--- config.mk ---
export PLATFORM = sky130hd
export DESIGN_NAME = ram_arbiter
export DESIGN_NICKNAME = d
export VERILOG_FILES = /design/src/rtl/ram_arbiter.sv
export SDC_FILE = /design/constraint.sdc
export NUM_CORES = 1
export LEC_CHECK = 0
export BUFFER_PORTS_ARGS = -buffer_cell sky130_fd_sc_hd__buf_4
export CORE_UTILIZATION = 36
export DETAILED_ROUTE_END_ITERATION = 8
export GPL_TIMING_DRIVEN = 0
export SKIP_CTS_REPAIR_TIMING = 1
export SLEW_MARGIN = 0
export SYNTH_ARGS = -nofsm -noshare
export SYNTH_HDL_FRONTEND = slang
export SYNTH_SLANG_ARGS = --single-unit
--- constraint.sdc ---
create_clock -name clock -period 2.8 [get_ports clock]
set_input_delay 0 -clock clock [delete_from_list [all_inputs] [get_ports clock]]
set_output_delay 0 -clock clock [all_outputs]
set_load 0.02 [all_outputs]
--- src/rtl/ram_arbiter.sv ---
// Two-client round-robin arbiter for a 16x8 single-port asynchronous RAM.
// Each transaction takes three cycles: grant, RAM access, done.
// Every output comes from a register. Request fields are captured on the grant edge.
module ram_arbiter #(
    parameter int ADDR_WIDTH = 4,
    parameter int DATA_WIDTH = 8
) (
    input  logic                  clock,
    input  logic                  resetn,
    input  logic                  req0,
    input  logic                  req1,
    input  logic                  we0,
    input  logic                  we1,
    input  logic [ADDR_WIDTH-1:0] addr0,
    input  logic [ADDR_WIDTH-1:0] addr1,
    input  logic [DATA_WIDTH-1:0] wdata0,
    input  logic [DATA_WIDTH-1:0] wdata1,
    output logic                  gnt0,
    output logic                  gnt1,
    output logic                  done0,
    output logic                  done1,
    output logic [DATA_WIDTH-1:0] rdata0,
    output logic [DATA_WIDTH-1:0] rdata1,
    output logic                  busy,
    output logic                  mem_we,
    output logic                  mem_en,
    output logic [ADDR_WIDTH-1:0] mem_addr,
    output logic [DATA_WIDTH-1:0] mem_wdata,
    input  logic [DATA_WIDTH-1:0] mem_rdata
);

    typedef enum logic [1:0] {
        IDLE   = 2'd0,
        ACCESS = 2'd1,
        DONE   = 2'd2
    } state_t;

    state_t                  state_r, next_state_s;
    logic                    owner_r, owner_s;
    logic                    we_r;
    logic                    last_r;
    logic                    grant_s, rd_load_s, busy_s;
    logic                    gnt0_s, gnt1_s, done0_s, done1_s, mem_we_s, mem_en_s;
    logic                    gnt0_r, gnt1_r, done0_r, done1_r, mem_we_r, mem_en_r, busy_r;
    logic [ADDR_WIDTH-1:0]   mem_addr_r;
    logic [DATA_WIDTH-1:0]   mem_wdata_r, rdata0_r, rdata1_r;

    // Next-state and next-output decode. Outputs are one cycle ahead of their registers.
    always_comb begin
        next_state_s = state_r;
        owner_s      = owner_r;
        grant_s      = 1'b0;
        gnt0_s       = 1'b0;
        gnt1_s       = 1'b0;
        done0_s      = 1'b0;
        done1_s      = 1'b0;
        mem_we_s     = 1'b0;
        mem_en_s     = 1'b0;
        rd_load_s    = 1'b0;
        case (state_r)
            IDLE: begin
                // last_r == 1 means client 1 went last, so client 0 wins a tie
                if (req0 && (!req1 || last_r)) begin
                    grant_s      = 1'b1;
                    owner_s      = 1'b0;
                    gnt0_s       = 1'b1;
                    next_state_s = ACCESS;
                end else if (req1) begin
                    grant_s      = 1'b1;
                    owner_s      = 1'b1;
                    gnt1_s       = 1'b1;
                    next_state_s = ACCESS;
                end else begin
                    next_state_s = IDLE;
                end
            end
            ACCESS: begin
                mem_we_s     = we_r;
                mem_en_s     = ~we_r;
                next_state_s = DONE;
            end
            DONE: begin
                done0_s      = ~owner_r;
                done1_s      = owner_r;
                rd_load_s    = ~we_r;
                next_state_s = IDLE;
            end
            default: begin
                next_state_s = IDLE;
            end
        endcase
        busy_s = (next_state_s != IDLE);
    end

    // FSM state register
    always_ff @(posedge clock or negedge resetn) begin
        if (!resetn) begin
            state_r <= IDLE;
        end else begin
            state_r <= next_state_s;
        end
    end

    // Capture the granted client's request fields. mem_addr/mem_wdata then hold until the next grant.
    always_ff @(posedge clock or negedge resetn) begin
        if (!resetn) begin
            owner_r     <= 1'b0;
            we_r        <= 1'b0;
            mem_addr_r  <= {ADDR_WIDTH{1'b0}};
            mem_wdata_r <= {DATA_WIDTH{1'b0}};
        end else if (grant_s) begin
            owner_r     <= owner_s;
            we_r        <= owner_s ? we1 : we0;
            mem_addr_r  <= owner_s ? addr1 : addr0;
            mem_wdata_r <= owner_s ? wdata1 : wdata0;
        end
    end

    // Registered pulses and RAM controls. Reset clears mem_we/mem_en at once.
    always_ff @(posedge clock or negedge resetn) begin
        if (!resetn) begin
            gnt0_r   <= 1'b0;
            gnt1_r   <= 1'b0;
            done0_r  <= 1'b0;
            done1_r  <= 1'b0;
            mem_we_r <= 1'b0;
            mem_en_r <= 1'b0;
            busy_r   <= 1'b0;
        end else begin
            gnt0_r   <= gnt0_s;
            gnt1_r   <= gnt1_s;
            done0_r  <= done0_s;
            done1_r  <= done1_s;
            mem_we_r <= mem_we_s;
            mem_en_r <= mem_en_s;
            busy_r   <= busy_s;
        end
    end

    // Round-robin memory. It starts at client 1, so client 0 wins the first tie.
    always_ff @(posedge clock or negedge resetn) begin
        if (!resetn) begin
            last_r <= 1'b1;
        end else if (state_r == DONE) begin
            last_r <= owner_r;
        end
    end

    // Per-client read result. It holds until that client's next read completes.
    always_ff @(posedge clock or negedge resetn) begin
        if (!resetn) begin
            rdata0_r <= {DATA_WIDTH{1'b0}};
            rdata1_r <= {DATA_WIDTH{1'b0}};
        end else if (rd_load_s) begin
            if (owner_r) begin
                rdata1_r <= mem_rdata;
            end else begin
                rdata0_r <= mem_rdata;
            end
        end
    end

    assign gnt0      = gnt0_r;
    assign gnt1      = gnt1_r;
    assign done0     = done0_r;
    assign done1     = done1_r;
    assign busy      = busy_r;
    assign mem_we    = mem_we_r;
    assign mem_en    = mem_en_r;
    assign mem_addr  = mem_addr_r;
    assign mem_wdata = mem_wdata_r;
    assign rdata0    = rdata0_r;
    assign rdata1    = rdata1_r;

endmodule

* After elaboration in Yosys (flattened, before gate mapping)
Cells that the tools add are included.
** Storage, ports and cells
- Register bits :: 40
- Output and inout bits :: 35
- Bits of input ports :: 38
- Word-level logic and storage cells :: 47
** Cells by class
- Bitwise operators :: 2
- Multiplexer cells :: 21
- Equal/unequal tests :: 2
- Reductions and logical operators :: 7
** Operators with widths (count)
- $mux W1 :: 18
- $mux W8 :: 1
- $mux W4 :: 1
- $pmux W2 S2 :: 1
- $reduce_and A2 Y1 :: 2
- $eq A2 B1 Y1 const B :: 1
- $eq A2 B2 Y1 const B :: 1
- $logic_not A2 Y1 :: 1
- $not A1 Y1 :: 2
- $reduce_bool A2 Y1 :: 1
- $logic_and A1 B1 Y1 :: 1
- $logic_not A1 Y1 :: 1
- $logic_or A1 B1 Y1 :: 1

* Longest topological paths before layout
Gate-level depths: netlist (run 1).
- Depth after elaboration :: 6
- Depth in mapped cells :: 4
- Gate-level depth less buffers :: 3

* Worst setup path after synthesis (run 1)
Ideal clock, no wire load.
- Kind :: reg2reg
- Start :: register state_r[1]
- End :: register mem_addr_r[0] (netlist: mem_addr[0])
- Clock period less this slack :: 1.515 ns
- Setup slack :: 1.285 ns
- Setup time :: 0.123 ns
- Data required time :: 2.677 ns
- Cell stages (with the launch flop) :: 5
- Arrival :: 1.392 ns
- Path buffers :: 1
- Cells stage by stage :: dfrtp_1 or3b_4 clkbuf_2 or3_1 o221a_2
** On the way
- Longest elaborated chain between the ends :: 3
** RTL lines
- start: declaration :: RTL line 38 : state_t state_r, next_state_s;
- start signal: assignment :: RTL line 100 : state_r <= next_state_s;
- $logic_not A2 Y1 (*) :: RTL line 60 : case (state_r)
- $mux W1 :: RTL line 60
- $mux W4 :: RTL line 114 : mem_addr_r <= owner_s ? addr1 : addr0;
- end signal: assignment :: RTL line 109 : mem_addr_r <= {ADDR_WIDTH{1'b0}};
- end signal: assignment :: RTL line 114
- end: declaration :: RTL line 45 : logic [ADDR_WIDTH-1:0] mem_addr_r;
Mark *: on every way between the ends. The rest lies on a longest branch, timed or not.
A chain may end at the register's enable or synchronous reset.

* Final worst setup path (run 1)
- Start :: register state_r[0]
- End :: register rdata1_r[0] (netlist: rdata1[0])
** On the way
- Longest elaborated chain between the ends :: 3
** RTL lines
- $eq A2 B2 Y1 :: RTL line 60
- $mux W1 :: RTL line 60
- $reduce_and A2 Y1 (no line)
- end signal: assignment :: RTL line 153 : rdata1_r <= {DATA_WIDTH{1'b0}};
- end signal: assignment :: RTL line 156 : rdata1_r <= mem_rdata;
- end: declaration :: RTL line 46 : logic [DATA_WIDTH-1:0] mem_wdata_r, rdata0_r, rdata1_r;
Every way passes these cells.

==> metrics.txt, run 1 <==
status=complete, no violations; first-pass GRT wire length=5510 um; fraction of layout cells with a size suffix above 1=0.545; CP required=2.97 ns; dominant synthesized flop cell=dfrtp_1; most frequent cell after synthesis=dfrtp_1; Initial Util=0.380; Seq cells post-synth=40; final worst path period share=0.625; worst vdd ir=0.471 mV; Crit. End Element=register; worst reg2reg path endpoint=rdata1[0]; Crit-path slowest cell=nor3_2; Crit. Startpoint=state_r[0]; wire per inst=14.0 um; final critical-path required period=1.75 ns; Clk pwr share=0.145; share of the synthesized area in the top cell type=0.628; critical path's largest stage delay=0.59 ns; Slew Limit Fails=0; Seq pwr share=0.381; clock buffer depth=2; # nets final=246; Slew headroom=0.508; internal power=1.68 mW; share of total power in combinational logic=0.473; global-route usage over all layers=0.167; vias per cell=4.75; Clock Tree Root=clkbuf_8; Top delay family on crit path=simple AND/OR/NAND/NOR gates; Clock Skews=0.00366 ns; CTS Sinks=40; vias in the first global route=1160; DR vias=1231; num rows=23; ys async rst share=1.00; I/O pin cnt=73; sw frac=0.365; drt pass-1 iters=3; list of most frequent post-synthesis cells=dfrtp_1, mux2_2, o221a_2, or3_1, nor2_1; DRC Markers=0; CP max FO=8; CORE AREA=0.00409 mm^2; CTS buffer count=5; R2R depth=3; Die Ht=67.7 um; largest net degree at the start of global routing=41; Synthesized Nets=145; R2R Path Start=state_r[0]; WP depth=3; Mean Syn Cell Area=14.5 um^2; Hold WC Path Type=input port to register; Routed WL=3610 um; Peak Freq=571 MHz; Port Buffers=72; Power Dens Cells=1070 mW/mm^2; Cell variety after synth=19; Worst Setup EP=rdata1[0]; DR iter-0 viols=46; RSZ-0062 raised after global routing=no; Synth-to-Final Area Change=58.9%; mapped cell area=0.00155 mm^2; initial antenna violation count=0; worst path cell trace=nand2b_1 -> nor3_2 -> mux2_2; WP buf/inv=0; Post-synth EDFFs=0; crit path launch type=register; H-tree depth=2; Antenna Nets Post-Route=0; Overflow after GRT=0; reg2reg setup slack=1.05 ns; Fin Setup TNS=0 ns; setup ws final=1.05 ns; Leakage=1.17 nW; clock latency on the worst-skew pair=0.28 ns; post-detail-place hpwl=2570 um; Switching Power=0.967 mW; routability congestion estimate=0.727; Mapped Cells=107; critical setup path kind=register to register; synth top area cells=dfrtp_1, mux2_2, o221a_2, or3_1, dfstp_2; Worst Tran Pin Value=0.734 ns; final setup fails=0; post-synth top area cell=dfrtp_1; CTS tree=done; Die Width=67.7 um; clk slew on worst S/H paths=0.07 ns; Ys Warns=0; Max-cap violations=0; Fin. Hold Viols=0; pre-CTS setup slack=1.04 ns; Critical Path AT=1.92 ns; sequential fraction of the synthesis area=0.645; number of diodes=0; Die ar.=0.00458 mm^2
## layout make-up
| type | count | area, um^2 |
|---|---|---|
| inverters | 3 | 11.3 |
| flip-flops and latches | 40 | 1000 |
| repair buffers | 94 | 761 |
| clock buffers | 6 | 82.6 |
| well taps | 50 | 62.6 |
| fillers | 349 | 1620 |
| multi-input cells | 60 | 524 |
| plain buffers | 4 | 16.3 |
| clock inverters | 2 | 10.0 |
## layer usage
metal	global-route usage	vias up	share of wire
met5	0	-	0
met4	0.0399	0	0.0022
met2	0.271	53	0.49
li1	-	594	-
met1	0.209	582	0.44
met3	0.0625	2	0.070
## worst min-delay path, delay by kind of cell
family          cells  cell delay (ns)
compound gates      1             0.15
buf+inv             1             0.07
simple gates        1             0.09
## layout by cell type (no fill, tap or decap)
| cell | netlist | layout |
|---|---|---|
| clkbuf_8 | 0 | 6 |
| inv_1 | 3 | 3 |
| buf_1 | 1 | 1 |
| or3b_4 | 1 | 1 |
| o21a_1 | 1 | 1 |
| a21boi_0 | 1 | 1 |
| clkbuf_1 | 2 | 2 |
| a21o_1 | 1 | 1 |
| mux2_2 | 16 | 16 |
| clkbuf_2 | 1 | 1 |
| and2_1 | 2 | 2 |
| nand3_1 | 1 | 1 |
| or3_1 | 13 | 13 |
| nor3_2 | 2 | 2 |
| or2b_1 | 1 | 1 |
| dfstp_2 | 1 | 1 |
| buf_4 | 0 | 72 |
| clkinv_2 | 0 | 2 |
| nor2_1 | 5 | 5 |
| nand2b_1 | 3 | 3 |
| dlygate4sd3_1 | 0 | 22 |
| o221a_2 | 13 | 13 |
| dfrtp_1 | 39 | 39 |
## how the worst min path moves through the flow
| stage | start | end | slack (ns) | cells past startpoint |
|---|---|---|---|---|
| after floorplan | resetn | async pin | -0.30 | 0 |
| final | wdata1[7] | mem_wdata[7] | 0.06 | 3 |
| after global placement | resetn | rdata1[7] | -0.005 | 1 |
| after CTS | resetn | rdata1[7] | -0.32 | 1 |
| after global routing | wdata1[5] | mem_wdata[5] | 0.05 | 3 |
| after detailed placement | resetn | rdata1[7] | 0.003 | 1 |
## through the flow
| step | hold slack, ns | std cells | instance area [um^2] | power [mW] | util |
|---|---|---|---|---|---|
| global route | 0.0501 | 259 | 2470 | 2.83 | 0.604 |
| CTS | -0.315 | 237 | 2250 | 2.66 | 0.551 |
| detailed placement | 0.00320 | 229 | 2160 | 2.27 | 0.528 |
| finish | 0.0590 | 259 | 2470 | 2.65 | 0.604 |
| floorplan | -0.296 | 107 | 1550 | 1.73 | - |
| global placement | -0.00522 | 229 | 2160 | 2.23 | 0.528 |
## power groups by stage
stage	combinational [mW]	sequential [mW]	clock [mW]
floorplan	0.442	1.28	0
global placement	1.22	1.01	0
detailed placement	1.25	1.02	0
CTS	1.25	1.01	0.398
global route	1.35	1.05	0.430
finish	1.25	1.01	0.385
## cell families after synthesis
group,after synthesis,share of synthesized area
buffers and inverters,7,0.0177
muxes,16,0.116
and+or+nand+nor,28,0.113
AOI/OAI and AO/OA,16,0.109
DFF,40,0.645
## registers in the layout (all words and copies together), names as in the netlist, named ones only
name       count
mem_addr       4
last_r         1
mem_wdata      8
busy           1
done0          1
done1          1
gnt0           1
state_r        2
rdata0         8
mem_we         1
gnt1           1
mem_en         1
rdata1         8
we_r           1
Power figures use the tool's default switching activity.
==> run 2: changes to the inputs <==
--- a/config.mk
+++ b/config.mk
@@ -9,6 +9,7 @@
 export CORE_UTILIZATION = 36
 export DETAILED_ROUTE_END_ITERATION = 8
 export GPL_TIMING_DRIVEN = 0
+export PLACE_DENSITY = 0.67
 export SKIP_CTS_REPAIR_TIMING = 1
 export SLEW_MARGIN = 0
 export SYNTH_ARGS = -nofsm -noshare
==> constraint.sdc (replaced) <==
create_clock -name clock -period 1.4 [get_ports clock]
set_input_delay 0 -clock clock [delete_from_list [all_inputs] [get_ports clock]]
set_output_delay 0 -clock clock [all_outputs]
set_load 0.02 [all_outputs]
==> metrics.txt, run 2 (same netlist as run 1, synthesis figures left out) <==
commonest non-fill, non-tap cell in the layout=buf_4; Power Dens Cells=2120 mW/mm^2 (+98%); setup ws final=-0.167 ns (-1.22 ns); first-pass GRT wire length=5360 um (-2.8%); Die ar.=0.00458 mm^2 (unchanged); final setup fails=21 (+21); H-tree depth=2 (unchanged); critical path's largest stage delay=0.43 ns (-0.16 ns); Routed WL=3570 um (-1.1%); Synth-to-Final Area Change=65.5%; CP required=1.58 ns (-1.39 ns); Overflow after GRT=0 (unchanged); Worst Tran Pin Value=0.489 ns (-0.245 ns); Antenna Nets Post-Route=0 (unchanged); number of diodes=0 (unchanged); Slew headroom=0.674 (+0.166); Slew Limit Fails=0 (unchanged); most frequent cells in the layout=buf_4, dfrtp_1, dlygate4sd3_1; final worst path period share=1.12 (+0.494); dpl cell area=0.00218 mm^2 (+1.1%); clock latency on the worst-skew pair=0.29 ns (about the same); Fin Setup TNS=-2.13 ns (-2.13 ns); Initial Util=0.380 (unchanged); global-route usage over all layers=0.163 (-0.00430); crit path launch type=register; vias per cell=4.79 (+0.88%); status=finished with violations; initial antenna violation count=0 (unchanged); Fin. Hold Viols=0 (unchanged); Crit. End Element=register; wire per inst=13.6 um (-2.6%); Die Ht=67.7 um (unchanged); Port Buffers=72 (unchanged); final critical-path required period=1.57 ns (-0.183 ns); Clock Skews=0.00851 ns (+0.00485 ns); Leakage=1.21 nW (+4.1%); post-route cell area=0.00257 mm^2 (+4.1%); clock buffer depth=2 (unchanged); CP max FO=10 (+2); placed insts=229 (unchanged); I/O pin cnt=73 (unchanged); CTS buffer count=5 (unchanged); CORE AREA=0.00409 mm^2 (unchanged); drt pass-1 iters=4 (+1); DR iter-0 viols=94 (+100%); vias in the first global route=1238 (+6.7%); DR vias=1261 (+2.4%); Clock Tree Root=clkbuf_8; routability congestion estimate=0.662 (-8.9%); failing checks=setup timing; Die Width=67.7 um (unchanged); fraction of layout cells with a size suffix above 1=0.568 (+0.0226); largest net degree at the start of global routing=41 (unchanged); RSZ-0062 raised after global routing=yes; Max-cap violations=0 (unchanged); post-route non-filler standard cell count=263 (+1.5%); CTS Sinks=40 (unchanged); fin util=0.629 (+0.0248); Critical Path AT=1.75 ns (-0.17 ns); worst vdd ir=1.09 mV (+130%); critical setup path kind=register to register; Peak Freq=638 MHz (+12%); post-detail-place hpwl=2440 um (-4.9%); worst path cell trace=or3b_4 -> buf_8 -> or3_1 -> o221a_2; num rows=23 (unchanged); CTS tree=done; # nets final=250 (+1.6%); DRC Markers=0 (unchanged); FILL cells=351 (+0.57%); Crit-path slowest cell=or3b_4; Hold WC Path Type=input port to register; clk slew on worst S/H paths=0.08 ns (about the same)
==> run 2: cell count changes in the layout (fill, tap and decap cells not counted), moves of 2 or more <==
cell,previous run,this run
buf_12,0,2
nor3_4,0,2
buf_4,72,74
nor3_2,2,0
==> run 2: worst paths after layout <==
check                      startpoint           end  slack (ns)  cells after the start
setup / recovery           state_r[1]  mem_wdata[6]       -0.17                      4
hold / removal              wdata1[5]  mem_wdata[5]        0.05                      3
setup reg to reg           state_r[1]  mem_wdata[6]       -0.17                      4
hold reg to reg              register         done0        0.51                      1
max in group asynchronous      resetn        last_r        0.79                      2
min in group asynchronous      resetn        mem_en        0.25                      2
==> run 2: worst max-delay path, delay by kind of cell, from the launching register on <==
kind	cells	cell delay, ns
AO/OA/AOI/OAI	1	0.13
flip-flops	1	0.41
buffers and inverters	1	0.15
AND/OR/NAND/NOR	2	0.78
==> run 2: final cells by class <==
cell class,count,area (um^2),area share
Timing Repair Buffer,98,820,0.319
Sequential cell,40,1000,0.390
Inverter,3,11.3,0.00438
Clock buffer,7,76.3,0.0297
Tap cell,50,62.6,0.0243
Multi-Input combinational cell,60,563,0.219
Buffer,4,31.3,0.0122
Clock inverter,1,5.00,0.00195
==> run 2: power by group <==
| part | internal (mW) | switching (mW) | leakage, nW | total [mW] |
|---|---|---|---|---|
| Sequential | 1.71 | 0.331 | 0.477 | 2.04 |
| Combinational | 1.41 | 1.28 | 0.695 | 2.69 |
| Clock | 0.349 | 0.368 | 0.0422 | 0.717 |
| Total | 3.46 | 1.98 | 1.21 | 5.45 |
==> run 2: layer usage <==
layer,track usage,part of all wire,up-vias
met2,0.271,0.49,64
met1,0.182,0.41,585
met5,0,0,-
met3,0.0490,0.080,7
li1,-,-,605
met4,0.0957,0.019,0
==> run 2: through the flow <==
step	total power, mW	hold slack [ns]	setup WS (ns)
6_report	5.45	0.0498	-0.167
5_1_grt	5.81	0.0595	-0.208
4_1_cts	5.31	-0.316	-0.231
3_5_place_dp	4.58	0.00442	-0.220
3_3_place_gp	4.51	-0.00825	-0.196
2_1_floorplan	3.51	-0.296	-0.113
==> run 3: changes to the inputs <==
--- a/config.mk
+++ b/config.mk
@@ -6,6 +6,7 @@
 export NUM_CORES = 1
 export LEC_CHECK = 0
 export BUFFER_PORTS_ARGS = -buffer_cell sky130_fd_sc_hd__buf_4
+export CORE_ASPECT_RATIO = 0.7
 export CORE_UTILIZATION = 36
 export DETAILED_ROUTE_END_ITERATION = 8
 export GPL_TIMING_DRIVEN = 0
==> metrics.txt, run 3 (same netlist as run 1, synthesis figures left out) <==
vias in the first global route=1217 (-1.7%); Die ar.=0.00459 mm^2 (about the same); Peak Freq=627 MHz (-1.8%); Power Dens Cells=2140 mW/mm^2 (+0.88%); worst vdd ir=1.03 mV (-5.5%); pre-CTS setup slack=-0.210 ns (+0.0103 ns); final setup fails=21 (unchanged); Hold WC Path Type=input port to register; Slew Limit Fails=0 (unchanged); Leakage=1.23 nW (+1.0%); CORE AREA=0.00402 mm^2 (-1.7%); Fin. Hold Viols=0 (unchanged); Synth-to-Final Area Change=66.5%; initial antenna violation count=0 (unchanged); Initial Util=0.387 (+0.00651); RSZ-0062 raised after global routing=yes; R2R Path Start=state_r[1]; CP max FO=10 (unchanged); drt pass-1 iters=4 (unchanged); H-tree depth=2 (unchanged); wire per inst=14.9 um (+9.7%); Worst Tran Pin Value=0.507 ns (+0.0178 ns); DRC Markers=0 (unchanged); largest net degree at the start of global routing=41 (unchanged); Clock Skews=0.00378 ns (-0.00473 ns); Multi-input gate area=563 um^2 (unchanged); post-route non-filler standard cell count=267 (+1.5%); critical path's largest stage delay=0.44 ns (about the same); met1 Track Usage GR=0.236 (+0.0534); clk slew on worst S/H paths=0.07 ns (about the same); setup ws final=-0.196 ns (-0.0287 ns); status=finished with violations; worst reg2reg path endpoint=mem_wdata[7]; fraction of layout cells with a size suffix above 1=0.577 (+0.00867); Slew headroom=0.662 (-0.0119); # nets final=252 (+0.80%); number of diodes=0 (unchanged); routability congestion estimate=0.751 (+13%); worst path cell trace=or3b_4 -> buf_8 -> or3_1 -> o221a_2; CTS Sinks=40 (unchanged); Antenna Nets Post-Route=0 (unchanged); commonest non-fill, non-tap cell in the layout=buf_4; most frequent cells in the layout=buf_4, dfrtp_1, dlygate4sd3_1; Worst Setup EP=mem_wdata[7]; failing checks=setup timing; Port Buffers=72 (unchanged); Die Ht=57.0 um (-16%); clock latency on the worst-skew pair=0.28 ns (about the same); final worst path period share=1.14 (+0.0205); placed insts=231 (+0.87%); R2R depth=4 (unchanged); met3 Track Usage GR=0.0400 (-0.00899); DR iter-0 viols=54 (-43%); Overflow after GRT=0 (unchanged); num rows=19 (-17%); CTS buffer count=5 (unchanged); vias per cell=4.81 (+0.22%); DR vias=1283 (+1.7%); Reg area=0.00100 mm^2 (unchanged); Crit. End Element=register; Max-cap violations=0 (unchanged); Critical Path AT=1.76 ns (about the same); global-route usage over all layers=0.173 (+0.0102); reg2reg setup slack=-0.20 ns (-0.03 ns); Routed WL=3980 um (+11%); met2 usage=0.270 (-0.00106); Crit-path slowest cell=or3b_4; CTS tree=done; Crit. Startpoint=state_r[1]; first-pass GRT wire length=5900 um (+10%); CP required=1.57 ns (about the same); Clock Tree Root=clkbuf_8; crit path launch type=register; I/O pin cnt=73 (unchanged); clock buffer depth=2 (unchanged); critical setup path kind=register to register; FILL cells=298 (-15%); Die Width=80.5 um (+19%); busiest layer in global routing=met2; final critical-path required period=1.60 ns (+0.0287 ns); post-detail-place hpwl=2710 um (+11%)
==> run 3: cell types whose count changed in the layout (fill, tap and decap cells not counted), sizes merged <==
cell | before | now
clkbuf | 8 | 9
buf | 79 | 80
==> run 3: power breakdown <==
group | leakage, nW | internal [mW] | switching [mW]
sequential | 0.477 | 1.71 | 0.346
combinational | 0.707 | 1.43 | 1.33
clock | 0.0422 | 0.350 | 0.364
==> run 3: cell type report <==
cell class | instances | share of cell area
Sequential cell | 40 | 0.387
Buffer | 4 | 0.0135
Multi-Input combinational cell | 60 | 0.218
Clock inverter | 1 | 0.00193
Timing Repair Buffer | 100 | 0.321
Tap cell | 52 | 0.0251
Clock buffer | 7 | 0.0295
Inverter | 3 | 0.00435
==> run 3: how the worst min path moves through the flow <==
stage / startpoint / end / slack [ns] / cells after the start
after floorplan: resetn / async pin / -0.30 / 0
after global placement: resetn / mem_wdata[4] / -0.008 / 1
after detailed placement: resetn / gnt1 / 0.001 / 1
after CTS: resetn / rdata0[4] / -0.31 / 1
after global routing: wdata1[5] / mem_wdata[5] / 0.06 / 3
final: addr1[0] / mem_addr[0] / 0.07 / 3
==> run 3: critical path: cells and delay by family (launching register included) <==
family | cells | cell delay [ns]
simple gates | 2 | 0.79
buf+inv | 1 | 0.15
compound gates | 1 | 0.13
flops | 1 | 0.41
==> run 3: through the flow <==
stage | power, mW | area, um^2 | setup TNS, ns | hold slack (ns) | util
floorplan | 3.51 | 1580 | -1.29 | -0.296 | -
global placement | 4.52 | 2180 | -4.15 | -0.00832 | 0.543
detailed placement | 4.60 | 2180 | -4.62 | 0.00129 | 0.543
CTS | 5.33 | 2260 | -4.93 | -0.306 | 0.564
global route | 5.85 | 2590 | -3.21 | 0.0628 | 0.644
finish | 5.53 | 2590 | -2.23 | 0.0670 | 0.644
==> run 3: routing by layer <==
metal | routed length (um) | vias up
li1 | - | 608
met1 | 1660 | 644
met2 | 2150 | 27
met3 | 123 | 4
met4 | 43 | 0
met5 | 0 | -
